### src/rtl/cache_bus_pkg.sv
// rtl/cache_bus_pkg.sv - shared types and constants for the cache bus arbiter
package cache_bus_pkg;

   // Requester identifiers, also the value stored in the read-return ID FIFO
   localparam logic PORT_S0 = 1'b0;
   localparam logic PORT_S1 = 1'b1;

   localparam int AV_ADDR_WIDTH = 32;
   localparam int AV_DATA_WIDTH = 32;
   localparam int AV_BE_WIDTH   = AV_DATA_WIDTH / 8;

   typedef enum logic {
      ST_UNLOCKED = 1'b0,
      ST_LOCKED   = 1'b1
   } arb_state_t;

   // Occupancy counter must represent both 0 and DEPTH
   function automatic int cnt_width(input int depth);
      return $clog2(depth) + 1;
   endfunction

endpackage

### src/rtl/cache_arb_id_fifo.sv
// rtl/cache_arb_id_fifo.sv - 1-bit in-order ID FIFO recording which port issued each pending read
module cache_arb_id_fifo
   import cache_bus_pkg::*;
#(
   parameter int DEPTH = 4
) (
   input  logic clk,
   input  logic rest,
   input  logic i_push,
   input  logic i_id,
   input  logic i_pop,
   output logic o_full,
   output logic o_empty,
   output logic o_head
);

   localparam int CW = cnt_width(DEPTH);
   localparam int PW = $clog2(DEPTH);

   logic          r_mem [DEPTH];
   logic [PW-1:0] r_wr_ptr;
   logic [PW-1:0] r_rd_ptr;
   logic [CW-1:0] r_count;

   logic w_push;
   logic w_pop;

   assign o_full  = (r_count == CW'(DEPTH));
   assign o_empty = (r_count == '0);
   assign o_head  = r_mem[r_rd_ptr];

   // A pop on empty is a dropped beat; a push on full is only legal alongside a pop
   assign w_pop  = i_pop & ~o_empty;
   assign w_push = i_push & (~o_full | w_pop);

   always_ff @(posedge clk or negedge rest) begin
      if (!rest) begin
         r_wr_ptr <= '0;
         r_rd_ptr <= '0;
         r_count  <= '0;
      end else begin
         if (w_push) r_wr_ptr <= r_wr_ptr + PW'(1);
         if (w_pop)  r_rd_ptr <= r_rd_ptr + PW'(1);
         case ({w_push, w_pop})
            2'b10:   r_count <= r_count + CW'(1);
            2'b01:   r_count <= r_count - CW'(1);
            default: r_count <= r_count;
         endcase
      end
   end

   always_ff @(posedge clk) begin
      if (w_push) r_mem[r_wr_ptr] <= i_id;
   end

endmodule

### src/rtl/cache_bus_arb.sv
// rtl/cache_bus_arb.sv - round-robin Avalon-MM arbiter sharing one memory master between I$ and D$
module cache_bus_arb
   import cache_bus_pkg::*;
#(
   parameter  int ADDR_WIDTH  = AV_ADDR_WIDTH,
   parameter  int DATA_WIDTH  = AV_DATA_WIDTH,
   parameter  int MAX_PENDING = 4,
   localparam int BE_WIDTH    = DATA_WIDTH / 8
) (
   input  logic                  clk,
   input  logic                  rest,

   input  logic [ADDR_WIDTH-1:0] s0_address,
   input  logic [BE_WIDTH-1:0]   s0_byteEnable,
   input  logic                  s0_read,
   input  logic                  s0_write,
   input  logic [DATA_WIDTH-1:0] s0_writeData,
   output logic                  s0_waitRequest,
   output logic [DATA_WIDTH-1:0] s0_readData,
   output logic                  s0_readDataValid,

   input  logic [ADDR_WIDTH-1:0] s1_address,
   input  logic [BE_WIDTH-1:0]   s1_byteEnable,
   input  logic                  s1_read,
   input  logic                  s1_write,
   input  logic [DATA_WIDTH-1:0] s1_writeData,
   output logic                  s1_waitRequest,
   output logic [DATA_WIDTH-1:0] s1_readData,
   output logic                  s1_readDataValid,

   output logic [ADDR_WIDTH-1:0] m0_address,
   output logic [BE_WIDTH-1:0]   m0_byteEnable,
   output logic                  m0_read,
   output logic                  m0_write,
   output logic [DATA_WIDTH-1:0] m0_writeData,
   input  logic                  m0_waitRequest,
   input  logic [DATA_WIDTH-1:0] m0_readData,
   input  logic                  m0_readDataValid
);

   arb_state_t r_state, w_state_nxt;
   logic       r_owner, w_owner_nxt;
   logic       r_prio,  w_prio_nxt;

   logic w_fifo_full;
   logic w_fifo_empty;
   logic w_fifo_head;

   logic w_cand0, w_cand1;
   logic w_sel;
   logic w_present;
   logic w_go;
   logic w_accept;
   logic w_stall;
   logic w_push;
   logic w_pop;

   // Reads are held back on the registered count only, so a same-cycle pop never frees a slot
   assign w_cand0 = (s0_read | s0_write) & ~(s0_read & w_fifo_full);
   assign w_cand1 = (s1_read | s1_write) & ~(s1_read & w_fifo_full);

   always_comb begin
      w_sel     = PORT_S0;
      w_present = 1'b0;
      if (r_state == ST_LOCKED) begin
         w_sel     = r_owner;
         w_present = (r_owner == PORT_S1) ? w_cand1 : w_cand0;
      end else if (w_cand0 && w_cand1) begin
         w_sel     = r_prio;
         w_present = 1'b1;
      end else if (w_cand1) begin
         w_sel     = PORT_S1;
         w_present = 1'b1;
      end else if (w_cand0) begin
         w_sel     = PORT_S0;
         w_present = 1'b1;
      end
   end

   assign w_go     = w_present & rest;
   assign w_accept = w_go & ~m0_waitRequest;
   assign w_stall  = w_go &  m0_waitRequest;
   assign w_push   = w_accept & m0_read;
   assign w_pop    = m0_readDataValid & ~w_fifo_empty & rest;

   always_ff @(posedge clk or negedge rest) begin
      if (!rest) begin
         r_state <= ST_UNLOCKED;
         r_owner <= PORT_S0;
         r_prio  <= PORT_S0;
      end else begin
         r_state <= w_state_nxt;
         r_owner <= w_owner_nxt;
         r_prio  <= w_prio_nxt;
      end
   end

   always_comb begin
      w_state_nxt = r_state;
      w_owner_nxt = r_owner;
      w_prio_nxt  = r_prio;
      if (w_accept) begin
         w_state_nxt = ST_UNLOCKED;
         w_prio_nxt  = ~w_sel;
      end else if (w_stall) begin
         w_state_nxt = ST_LOCKED;
         w_owner_nxt = w_sel;
      end
   end

   always_comb begin
      m0_address       = '0;
      m0_byteEnable    = '0;
      m0_read          = 1'b0;
      m0_write         = 1'b0;
      m0_writeData     = '0;
      s0_waitRequest   = 1'b1;
      s1_waitRequest   = 1'b1;
      s0_readDataValid = 1'b0;
      s1_readDataValid = 1'b0;
      if (w_go) begin
         if (w_sel == PORT_S1) begin
            m0_address    = s1_address;
            m0_byteEnable = s1_byteEnable;
            m0_read       = s1_read;
            m0_write      = s1_write;
            m0_writeData  = s1_writeData;
         end else begin
            m0_address    = s0_address;
            m0_byteEnable = s0_byteEnable;
            m0_read       = s0_read;
            m0_write      = s0_write;
            m0_writeData  = s0_writeData;
         end
      end
      if (w_accept) begin
         if (w_sel == PORT_S1) s1_waitRequest = 1'b0;
         else                  s0_waitRequest = 1'b0;
      end
      if (w_pop) begin
         if (w_fifo_head == PORT_S1) s1_readDataValid = 1'b1;
         else                        s0_readDataValid = 1'b1;
      end
   end

   assign s0_readData = m0_readData;
   assign s1_readData = m0_readData;

   cache_arb_id_fifo #(
      .DEPTH (MAX_PENDING)
   ) u_id_fifo (
      .clk     (clk),
      .rest    (rest),
      .i_push  (w_push),
      .i_id    (w_sel),
      .i_pop   (w_pop),
      .o_full  (w_fifo_full),
      .o_empty (w_fifo_empty),
      .o_head  (w_fifo_head)
   );

endmodule

### config.mk
export PLATFORM = sky130hd
export DESIGN_NAME = cache_bus_arb
export DESIGN_NICKNAME = d
export VERILOG_FILES = /design/src/rtl/cache_bus_pkg.sv /design/src/rtl/cache_arb_id_fifo.sv /design/src/rtl/cache_bus_arb.sv
export SDC_FILE = /design/constraint.sdc
export NUM_CORES = 1
export LEC_CHECK = 0
export ABC_AREA = 1
export BUFFER_PORTS_ARGS = -buffer_cell sky130_fd_sc_hd__buf_2
export CELL_PAD_IN_SITES_DETAIL_PLACEMENT = 1
export CELL_PAD_IN_SITES_GLOBAL_PLACEMENT = 2
export CORE_MARGIN = 10
export CORE_UTILIZATION = 13
export CTS_CLUSTER_SIZE = 28
export DETAILED_ROUTE_END_ITERATION = 12
export PLACE_DENSITY = 0.89
export RECOVER_POWER = 50
export SLEW_MARGIN = 40
export SYNTH_ARGS = -nofsm -noshare
export SYNTH_HDL_FRONTEND = slang
export SYNTH_SLANG_ARGS = --single-unit
### constraint.sdc
create_clock -name clk -period 2.3 [get_ports clk]
set_input_delay 0.115 -clock clk [delete_from_list [all_inputs] [get_ports clk]]
set_output_delay 0.115 -clock clk [all_outputs]
set_load 0.005 [all_outputs]
==> reports/metrics.cfg <==
[status]
outcome=completed

[grt]
grt.total_usage_pct=8.98
grt_antenna_before_repair=1
grt_pass1_wl_um=17800
grt_overflow=0
grt_pass1_vias=3229
grt_max_degree=75

[cts]
cts_sinks=14
root_buffer=clkbuf_16
cts_buffers=3
clock_latency_ns=0.24
clkTransAtPathRegs_ns=0.05
htreeDepth=1
cts_tree=built
clk_path_buf_depth=2

[layout]
drive_gt1_share_pct=45.3
nNetsFinal=722
seq_area_um2=370
multiInputGateArea_mm2=0.00130
final_util_pct=19.0
area_growth_pct=44.1
antenna_cells=0
num-fill-cells=2303
stdcell_count=768
finalInstanceArea_mm2=0.00340

[worst_setup_path]
path_delay_family=simple AND/OR/NAND/NOR gates
arrival_ns=2.28
reg2reg_slack_ns=0.13
r2r-end=u_id_fifo.r_count[2]
reg2regPathDepth=13
required_ns=2.41
crit_path_max_fanout=3
endpoint_kind=flip-flop
crit_buf_inv=1
slowest_delay_ns=0.40
cp-start-kind=flip-flop
crit_top_cell=nand3_2
critPathKind=flip-flop to flip-flop
path_cells=nor2_4 > nand3_2 > nand3_2 > nand2_2 > nand2_4 > nand2_1 > nand4_4 > ha_1 > inv_1 > fa_2 > a21oi_2 > o21ai_0 > xor2_1
reg2reg_from=u_id_fifo.r_count[1]
critPathSlowestCell=dfrtp_1

[routing]
dr.pass1.iters=4
drt_iter0_markers=71
vias_per_cell=3.90
dr_total_vias=2999
wl_um=13200
drc=0
final_antenna_net_count=0
wl_per_cell_um=17.2

[floorplan]
floorplan.initialDensity_pct=13.2
core_region_area_mm2=0.0179
io_pins=314
placementRows=49
dieWidth_um=155
die_h_um=155
dieArea_mm2=0.0239

[flow_run]
maxCapViolCount=0

[power_and_ir_drop]
peakVddDrop_mv=0.320
p_sw_share_pct=52.5
power_per_cell_area_mw_per_mm2=990
p_switching_mw=1.76
pwr-share-comb_pct=77.1
internal_power_mw=1.60
pwr-share-clk_pct=9.7
p_total_mw=3.36
pwr-share-seq_pct=13.2
p_leak_nw=1.83

[placement]
place_area_mm2=0.00318
place_congestion=0.717
dp_cells=757
dpl.hpwl_um=9570
port_buffers=217

[timing]
report.final.slew_viol_count=0
worst_pin_slew_ns=0.297
fmax_ghz=0.460
rsz0062_at_grt=yes
setup_viol=0
final_hold_viol_count=0
fin_worst_skew_ns=0.00413
fin_crit_sh_pct=94.4
post-route-min-period_ns=2.17
max_slew_margin_pct=80.2

[hold_path]
hold_end=s0_readData[15]
hold_path_depth=0
hp-start=m0_readData[15]
hold_path_class=input port to output port

[yosys]
postSynthCellCount=392
synthFlopType=dfrtp_1
syn_nets=574
ys_ff_latch=14
synthArstFlopShare_pct=71.4
synth.distinct_cells=28
synth.avg_cell_area_um2=6.01
synth_edf_count=4
netlist_area_mm2=0.00236
synth_warnings=0
seq_area_frac_synth_pct=15.7

[power groups by stage]
stage          logic, mW  registers (mW)  clock network (mW)
6_report            2.59           0.444               0.326
5_1_grt             2.94           0.457               0.352
4_1_cts             2.36           0.437               0.332
3_5_place_dp        2.32           0.441                   0
3_3_place_gp        2.26           0.431                   0
2_1_floorplan       1.47           0.420                   0
[per-stage QoR]
step | hold WS (ns) | setup WS [ns] | setup TNS (ns)
2_1_floorplan | -0.181 | 0.162 | 0
4_1_cts | 0.230 | 0.000826 | 0
3_5_place_dp | -0.0262 | 0.0702 | 0
5_1_grt | 0.230 | -0.0206 | -0.0206
6_report | 0.230 | 0.128 | 0
3_3_place_gp | -0.0298 | 0.122 | 0
[per-layer routing]
layer / global-route usage, % / share of wire (%)
met5: 0 / 0
met4: 2.83 / 2.3
met3: 3.00 / 8.9
met1: 9.72 / 39
met2: 16.1 / 50
[how the worst max path moves through the flow]
stage,from,to,slack (ns),cells past startpoint
6_report,u_id_fifo.r_count[1],u_id_fifo.r_count[2],0.13,13
4_1_cts,u_id_fifo.r_count[1],m0_writeData[23],0.0008,11
3_3_place_gp,u_id_fifo.r_count[1],u_id_fifo.r_count[2],0.12,13
5_1_grt,u_id_fifo.r_count[0],u_id_fifo.r_count[2],-0.02,13
3_5_place_dp,u_id_fifo.r_count[1],u_id_fifo.r_count[2],0.07,13
2_1_floorplan,u_id_fifo.r_count[1],u_id_fifo.r_count[2],0.16,13
[synthesized netlist by cell type, types with 4 or more instances]
cell	instances	share of area, %
buf_4	66	21
dfrtp_1	10	11
nand2_1	16	2.5
edfxtp_1	4	5.1
buf_6	6	2.9
nand3_1	7	1.5
o21ai_0	17	3.6
buf_2	13	2.8
inv_1	21	3.3
nor2_1	147	23
ha_1	5	2.7
o21ai_1	57	12
[sequential cells by signal (all words and copies together) (netlist names)]
name / cells
r_owner: 1
u_id_fifo.r_count: 3
r_prio: 1
r_state: 1
u_id_fifo.r_mem: 4
u_id_fifo.r_rd_ptr: 2
u_id_fifo.r_wr_ptr: 2
[area by class of cell]
class | count | share of cell area (%)
inverter | 22 | 2.51
tap | 229 | 8.44
timing repair buffer | 229 | 37.6
clock buffer | 4 | 2.32
sequential | 14 | 10.9
multi-input combinational | 270 | 38.2
[cell usage in the layout (no fill, tap or decap), drive strengths merged, types with 2 or more instances in the layout]
master | Yosys | final
buf | 85 | 222
nor2 | 150 | 150
o21ai | 74 | 74
inv | 22 | 22
nand2 | 19 | 19
dfrtp | 10 | 10
clkbuf | 1 | 10
nand3 | 9 | 9
ha | 5 | 5
edfxtp | 4 | 4
a21oi | 4 | 4
or2 | 2 | 2
xor2 | 2 | 2
[kinds of logic (layout without fill, tap and decap cells)]
family,after synthesis,count (layout),share of synthesized area [%]
fa+ha+maj,6,6,3.50
xor+xnor,3,3,1.11
compound gates,80,80,17.5
buf+inv,108,255,30.5
simple gates,181,181,31.7
flops,14,14,15.7
[worst reg2reg max path, delay by kind of cell, from the launching register on]
| kind | cells | cell delay [ns] |
|---|---|---|
| simple gates | 7 | 0.68 |
| fa+ha+maj | 2 | 0.49 |
| flops | 1 | 0.40 |
| compound gates | 2 | 0.23 |
| xor+xnor | 1 | 0.16 |
| buf+inv | 1 | 0.07 |
[what timing repair did]
item	in CTS	in global routing
pin swaps	0	2
hold endpoints to repair	10	0
gates cloned	0	3
setup buffers	0	3
hold buffers	1	0
setup endpoints to repair	1	73
gates resized for setup	1	6
(Power assumes the default switching activity.)
